`src/rtl/stl_pkg.sv`:
```
// Shared helpers for the standard-library blocks.
package stl_pkg;

  // Address width that never collapses to zero, so a 2-entry FIFO still gets one index bit.
  function automatic int clog2_min1(input int n);
    int r;
    if (n <= 32'sd2) begin
      r = 32'sd1;
    end else begin
      r = $clog2(n);
    end
    return r;
  endfunction

endpackage

```
`src/rtl/stl_reg.sv`:
```
// Single enable-qualified storage word, used as one FIFO entry.
module stl_reg #(
  parameter int                 WIDTH     = 32,
  parameter logic [WIDTH-1:0]   RESET_VAL = {WIDTH{1'b0}}
) (
  input  logic             clk,
  input  logic             rst_n,
  input  logic             i_wen,
  input  logic [WIDTH-1:0] i_d,
  output logic [WIDTH-1:0] o_q
);

  logic [WIDTH-1:0] q_q;
  logic [WIDTH-1:0] q_d;

  // Next value: load on enable, otherwise hold.
  always_comb begin
    q_d = q_q;
    if (i_wen) begin
      q_d = i_d;
    end else begin
      q_d = q_q;
    end
  end

  // Word register.
  always_ff @(posedge clk or negedge rst_n) begin
    if (!rst_n) begin
      q_q <= RESET_VAL;
    end else begin
      q_q <= q_d;
    end
  end

  assign o_q = q_q;

endmodule

```
`src/rtl/stl_sync_fifo.sv`:
```
// First-word-fall-through synchronous FIFO with wrap-bit pointers.
// Optional zero-latency empty bypass: define STL_FIFO_BYPASS_EN.
module stl_sync_fifo
  import stl_pkg::*;
#(
  parameter int                 WIDTH     = 32,
  parameter int                 DEPTH     = 4,
  parameter logic [WIDTH-1:0]   RESET_VAL = {WIDTH{1'b0}},
  localparam int                AW        = clog2_min1(DEPTH)
) (
  input  logic             clk,
  input  logic             rst_n,
  input  logic             i_flush,
  input  logic             i_wen,
  input  logic [WIDTH-1:0] i_din,
  output logic             o_full,
  output logic             o_rvalid,
  input  logic             i_rready,
  output logic [WIDTH-1:0] o_dout,
  output logic [AW:0]      o_count
);

  localparam logic [AW:0] PTR_ZERO = {(AW+1){1'b0}};
  localparam logic [AW:0] PTR_ONE  = {{AW{1'b0}}, 1'b1};

  logic [AW:0]      wptr_q, wptr_d;
  logic [AW:0]      rptr_q, rptr_d;
  logic             empty_s, full_s;
  logic             push_s, pop_s, rvalid_s;
  logic [WIDTH-1:0] head_s, dout_s;
  logic [WIDTH-1:0] mem_s [DEPTH];

  // Status decoded purely from the registered pointer pair.
  always_comb begin
    empty_s = (wptr_q == rptr_q);
    full_s  = (wptr_q[AW-1:0] == rptr_q[AW-1:0]) && (wptr_q[AW] != rptr_q[AW]);
    head_s  = mem_s[rptr_q[AW-1:0]];
  end

`ifdef STL_FIFO_BYPASS_EN
  // Empty FIFO forwards the incoming word; it is only stored if the consumer stalls.
  always_comb begin
    rvalid_s = 1'b0;
    push_s   = 1'b0;
    pop_s    = 1'b0;
    dout_s   = RESET_VAL;
    if (empty_s) begin
      rvalid_s = i_wen & ~i_flush;
      push_s   = i_wen & ~i_rready;
      pop_s    = 1'b0;
      if (rvalid_s) begin
        dout_s = i_din;
      end else begin
        dout_s = RESET_VAL;
      end
    end else begin
      rvalid_s = 1'b1;
      push_s   = i_wen & ~full_s;
      pop_s    = i_rready;
      dout_s   = head_s;
    end
  end
`else
  // Registered-only read side: one cycle from write to visibility.
  always_comb begin
    rvalid_s = ~empty_s;
    push_s   = i_wen & ~full_s;
    pop_s    = rvalid_s & i_rready;
    dout_s   = RESET_VAL;
    if (rvalid_s) begin
      dout_s = head_s;
    end else begin
      dout_s = RESET_VAL;
    end
  end
`endif

  // Pointer advance; flush wins over any push or pop in the same cycle.
  always_comb begin
    wptr_d = wptr_q;
    rptr_d = rptr_q;
    if (i_flush) begin
      wptr_d = PTR_ZERO;
      rptr_d = PTR_ZERO;
    end else begin
      if (push_s) begin
        wptr_d = wptr_q + PTR_ONE;
      end else begin
        wptr_d = wptr_q;
      end
      if (pop_s) begin
        rptr_d = rptr_q + PTR_ONE;
      end else begin
        rptr_d = rptr_q;
      end
    end
  end

  // Pointer registers.
  always_ff @(posedge clk or negedge rst_n) begin
    if (!rst_n) begin
      wptr_q <= PTR_ZERO;
      rptr_q <= PTR_ZERO;
    end else begin
      wptr_q <= wptr_d;
      rptr_q <= rptr_d;
    end
  end

  for (genvar i = 0; i < DEPTH; i++) begin : g_entry
    logic wen_s;
    assign wen_s = push_s && (wptr_q[AW-1:0] == AW'(i));
    stl_reg #(
      .WIDTH     (WIDTH),
      .RESET_VAL (RESET_VAL)
    ) u_reg (
      .clk   (clk),
      .rst_n (rst_n),
      .i_wen (wen_s),
      .i_d   (i_din),
      .o_q   (mem_s[i])
    );
  end

  assign o_full   = full_s;
  assign o_rvalid = rvalid_s;
  assign o_dout   = dout_s;
  assign o_count  = wptr_q - rptr_q;

endmodule

```
`config.mk`:
```
export PLATFORM = sky130hd
export DESIGN_NAME = stl_sync_fifo
export DESIGN_NICKNAME = d
export VERILOG_FILES = /design/src/rtl/stl_pkg.sv /design/src/rtl/stl_reg.sv /design/src/rtl/stl_sync_fifo.sv
export SDC_FILE = /design/constraint.sdc
export NUM_CORES = 1
export LEC_CHECK = 0
export ABC_AREA = 1
export CORE_MARGIN = 2
export CORE_UTILIZATION = 60
export DETAILED_ROUTE_END_ITERATION = 10
export PLACE_DENSITY = 0.84
export REMOVE_ABC_BUFFERS = 1
export SLEW_MARGIN = 25
export SYNTH_ARGS = -nofsm -noshare
export SYNTH_HDL_FRONTEND = slang
export SYNTH_HIERARCHICAL = 1
export SYNTH_SLANG_ARGS = --single-unit
```
`constraint.sdc`:
```
create_clock -name clk -period 5.6 [get_ports clk]
set_input_delay 1.12 -clock clk [delete_from_list [all_inputs] [get_ports clk]]
set_output_delay 1.12 -clock clk [all_outputs]
set_load 0.02 [all_outputs]
```
Word level (Yosys, flattened, before mapping)
Index checks and enable logic that the tools add are counted.
- bits of input ports: 37
- logic and storage cells: 37
- register bits: 134
- bitwise gates (word level): 5
- reduce and logical (&&, ||, !) cells: 8
- $lt $le $gt $ge: 1
- equal/unequal tests: 6
- mux-type cells: 8
- $add $sub $neg: 3
- operators by type and width (kind ; count):
    two-way mux 32 bit ; 3
    binary-select mux 32 bit (select 2 bit) ; 1
    two-way mux 3 bit ; 4
    adder 3 x 1 -> 3 bit (second input constant) ; 2
    logical AND 1 bit ; 5
    == test 2 bit (second input constant) ; 2
    nonzero test 2 bit ; 2
    == test 3 bit ; 1
    greater-or-equal comparator 3 bit (second input constant) ; 1
    NOT 2 -> 3 bit ; 1
    subtractor 3 bit ; 1
    AND 1 bit ; 2
    == test 2 x 1 -> 1 bit (second input constant) ; 1
    == test 2 bit ; 1
    logical NOT 2 bit ; 1
    NOT 1 bit ; 2
    inequality test 1 bit ; 1

Logic depth before layout (Yosys ltp)
- word-level depth: 6
- mapped depth: 14
- mapped depth without buffers: 10

Modules after synthesis
The synthesis kept the hierarchy.
- by module, submodules not included (module ; seq. area each (µm²) ; cells an instance ; area each (µm²) ; instances):
    stl_reg ; 800.8 ; 136 ; 1292.5 ; 4
    stl_sync_fifo ; 150.1 ; 320 ; 1759.2 ; 1

Worst setup path after synthesis
No wires, ideal clock.
- path kind: reg2out
- from: register rptr_q[1]
- to: output o_dout[0]
- stages on the path, launching flop included: 11
- setup slack: 2.781 ns
- data required time: 4.480 ns
- data arrival time: 1.699 ns
- path through: dfrtp_1 > buf_2 > inv_2 > buf_2 > ha_1 > nand2_1 > inv_1 > nand3_4 > inv_4 > buf_6 > a21oi_2
- cells in the longest elaborated chain, start to end: 5
- elaborated cells between the ends (all ways): 6
- classes of those cells: 1 x eq/ne; 4 x mux; 1 x bitwise
- RTL lines (item ; line ; source):
    start, declared ; stl_sync_fifo.sv:27 ; logic [AW:0] rptr_q, rptr_d;
    start signal, assigned ; stl_sync_fifo.sv:106 ; rptr_q <= rptr_d;
    NOT 2 -> 3 bit (not written as such) ; stl_sync_fifo.sv:37 ; head_s = mem_s[rptr_q[AW-1:0]];
    binary-select mux 32 bit (select 2 bit) ; stl_sync_fifo.sv:37 ;
    two-way mux 32 bit (not written as such) (2 in series) ; stl_sync_fifo.sv:37 ;
    two-way mux 32 bit * ; stl_sync_fifo.sv:70 ; if (rvalid_s) begin
    end, declared ; stl_sync_fifo.sv:19 ; output logic [WIDTH-1:0] o_dout,
Mark *: on every way between the ends. The rest lies on a longest branch, timed or not. The select of a mux whose other input is x is not followed.

Final worst setup path
- from: register rptr_q[0]
- to: output o_dout[19]
Same word-level chain as after synthesis.

==> results by group <==
Yosys
  • Ys async rst share: 100%
  • Synthesis warning total: 6
  • Main combinational cell family by area after synthesis: simple AND/OR/NAND/NOR gates
  • Post-Syn Instances: 864
  • Distinct cells, synth: 25
  • Post-Synth XOR/XNOR Area: 0.126%
  • Post-synth top flop: dfrtp_1
  • Synth Area in Compound Gates: 8.56%
  • Post-Synth Adder-Cell Area: 1.55%
  • Sequential share of the synthesized area: 48.4%
  • Count of flip-flops with a built-in enable after synthesis: 0
  • Synth Register Bits: 134
  • Synth Area in Simple Gates: 31.8%
  • Cell Area, Synth: 6930 µm²
  • Syn Area/Cell: 8.02 µm²
  • Post-synthesis mux area share: 0%

Die
  • IO Pins: 74
  • Site row count: 39
  • Core area: 11300 µm²
  • Starting Density: 61.2%
  • Die Area: 12400 µm²
  • Die X: 111 µm
  • Die Y-Extent: 111 µm

Clocking
  • CTS clk-pin slew, worst paths: 0.06 ns
  • Max clock buf depth: 2
  • Post-CTS Setup Bufs: 0
  • Clock Tree Root: clkbuf_16
  • CTS tree: built
  • Htree depth: 4
  • TritonCTS Sinks: 134
  • TritonCTS buffer count: 17
  • Post-cts hold buffer count: 0
  • Skew-Pair Late Insertion Delay: 0.41 ns
  • Post-cts sizing count: 0

Critical path
  • Critical Path Slowest Stage Cell: clkdlybuf4s50_1
  • Worst endpoint data arrival time: 3.03 ns
  • Worst Path Required: 4.48 ns
  • CP cell instances: buf_4, ha_1, nand2_1, inv_1, nand3_4, inv_4, a21oi_2, clkdlybuf4s50_1
  • Crit path max fanout: 67
  • CP Launch Type: flop
  • Worst Setup Path Type: flop to primary output
  • Slowest stage delay, CP: 0.62 ns
  • Worst setup EP type: primary output

Finish
  • Final instance area: 7970 µm²
  • Layout cells sized above 1: 13.3%
  • Fillers: 912
  • Register area: 3350 µm²
  • Area grow syn2layout: 15.0%
  • Most common cell after layout, fill and taps aside: nand2_1
  • Multi-input gate area: 2940 µm²
  • Nets: 953
  • Non-Filler Instances: 1063
  • Antenna cells: 0
  • Most frequent cells in the layout: nand2_1, dfrtp_1, nor2_1, clkdlybuf4s50_1, o21ai_1

Pwr
  • Net Sw Power: 1.18 mW
  • Pleak: 3.98 nW
  • Sw frac: 33.4%
  • VDD IR max: 0.291 mV
  • Logic pwr share: 28.4%
  • Clock power frac: 32.1%
  • Seq pwr share: 39.5%
  • PwrDens: 444 nW/µm²
  • Internal: 2.35 mW

Detailed routing
  • DR pass1 iterations: 6
  • Vias: 5741
  • DRT Wirelength: 16500 µm
  • Via density: 5.40
  • Wire per inst: 15.5 µm
  • ANT nets after route: 0
  • DRC Markers: 0
  • 1st-iter DRT viols: 565

Flow run
  • Maxcap violations: 0

STA
  • Slew @ Worst Pin: 1.06 ns
  • Highest clock rate: 241 MHz
  • Final setup violating endpoints: 0
  • Final clock skew: 0.00885 ns
  • Max_slew headroom: 29.0%
  • Worst setup margin: 1.45 ns
  • Slew Limit Fails: 0
  • Setup TNS: 0 ns
  • Fin crit period: 4.15 ns
  • Final Hold Viols: 0
  • Tcrit/Tclk final: 74.0%
  • RSZ-0062 raised after global routing: no

Worst hold path
  • Hold crit path type: flop to flop

Outcome
  • Outcome: completed

Global routing
  • Vias in the first global route: 5593
  • Antenna violations before repair: 0
  • GR Util All Layers: 28.0%
  • GRT overflow: 0
  • Global-route wire length before repair: 27900 µm
  • Largest net degree at the start of global routing: 68

Placement
  • Placed Instances: 1032
  • Final HPWL DP: 9030 µm
  • PortBufs: 73
  • Pre-CTS WS: 1.87 ns
  • Post-Place Cell Area: 7360 µm²
  • Gpl congestion: 0.809
synth_stat cells (7+ instances only):
master / n / share of area, %
clkbuf_8: 12 / 2.4
nor2_1: 136 / 7.4
buf_2: 9 / 0.65
dfrtp_1: 134 / 48
nand2_1: 359 / 19
o21ai_0: 16 / 1.2
buf_6: 18 / 2.9
nand2_2: 41 / 3.7
o21ai_1: 48 / 3.5
a21oi_2: 30 / 3.8
nand3_1: 7 / 0.51
ha_1: 7 / 1.3
inv_1: 14 / 0.76
registers in the layout, summed over array words and instances (netlist names):
| name | count |
|---|---|
| g_entry.u_reg/o_q | 128 |
| rptr_q | 3 |
| wptr_q | 3 |
logic make-up after synthesis:
group / Yosys count
AO/OA/AOI/OAI: 96
adder cells (fa/ha/maj): 8
flip-flops: 134
AND/OR/NAND/NOR: 550
buffers and inverters: 75
XOR/XNOR: 1
per-stage QoR:
| step | total power, mW | utilization (%) | hold WS [ns] |
|---|---|---|---|
| after global routing | 3.75 | 70.4 | 0.486 |
| after CTS | 3.55 | 70.4 | 0.468 |
| after floorplan | 2.03 | - | 0.437 |
| final | 3.54 | 70.4 | 0.466 |
| after detailed placement | 2.40 | 65.0 | 0.453 |
| after global placement | 2.37 | 65.0 | 0.448 |
power groups by stage:
stage	Sequential (mW)	Clock (mW)	Combinational, mW
after detailed placement	1.40	0	1.00
after global placement	1.39	0	0.978
after CTS	1.39	1.14	1.01
after floorplan	1.39	0	0.636
after global routing	1.43	1.19	1.13
final	1.40	1.13	1.00
metal layers:
metal | vias up | share of wire, % | track usage, %
met5 | - | 0 | 0
met4 | 0 | 1.7 | 8.89
met3 | 31 | 6.9 | 6.26
met2 | 231 | 49 | 46.2
met1 | 2717 | 42 | 37.2
li1 | 2762 | - | -
final timing paths:
kind                                            endpoint  cells after the start                startpoint  slack (ns)
worst min-delay path            g_entry[3].u_reg/o_q[16]                      2  g_entry[3].u_reg/o_q[16]        0.47
worst min register to register  g_entry[3].u_reg/o_q[16]                      2  g_entry[3].u_reg/o_q[16]        0.47
worst max-delay path                          o_dout[19]                      8                 rptr_q[0]        1.45
min in group asynchronous       g_entry[1].u_reg/o_q[11]                      1                     rst_n        0.68
max in group asynchronous                      rptr_q[0]                      2                     rst_n        3.88
worst max register to register  g_entry[3].u_reg/o_q[29]                     10                 rptr_q[0]        2.17
worst max-delay path: cells and delay by family (launching register included):
family                     cells  cell delay, ns
buffers and inverters          4            1.49
AOI/OAI and AO/OA              1            0.18
and+or+nand+nor                2            0.17
DFF                            1            0.39
adders and majority gates      1            0.38
cell type report:
cell class / instances / area share (%)
clock buffer: 19 / 5.69
clock inverter: 12 / 1.92
inverter: 22 / 1.48
multi-input combinational: 655 / 37.0
sequential: 134 / 42.1
tap: 143 / 2.25
timing repair buffer: 78 / 9.61
No activity file was read; power rests on OpenSTA's default activity.
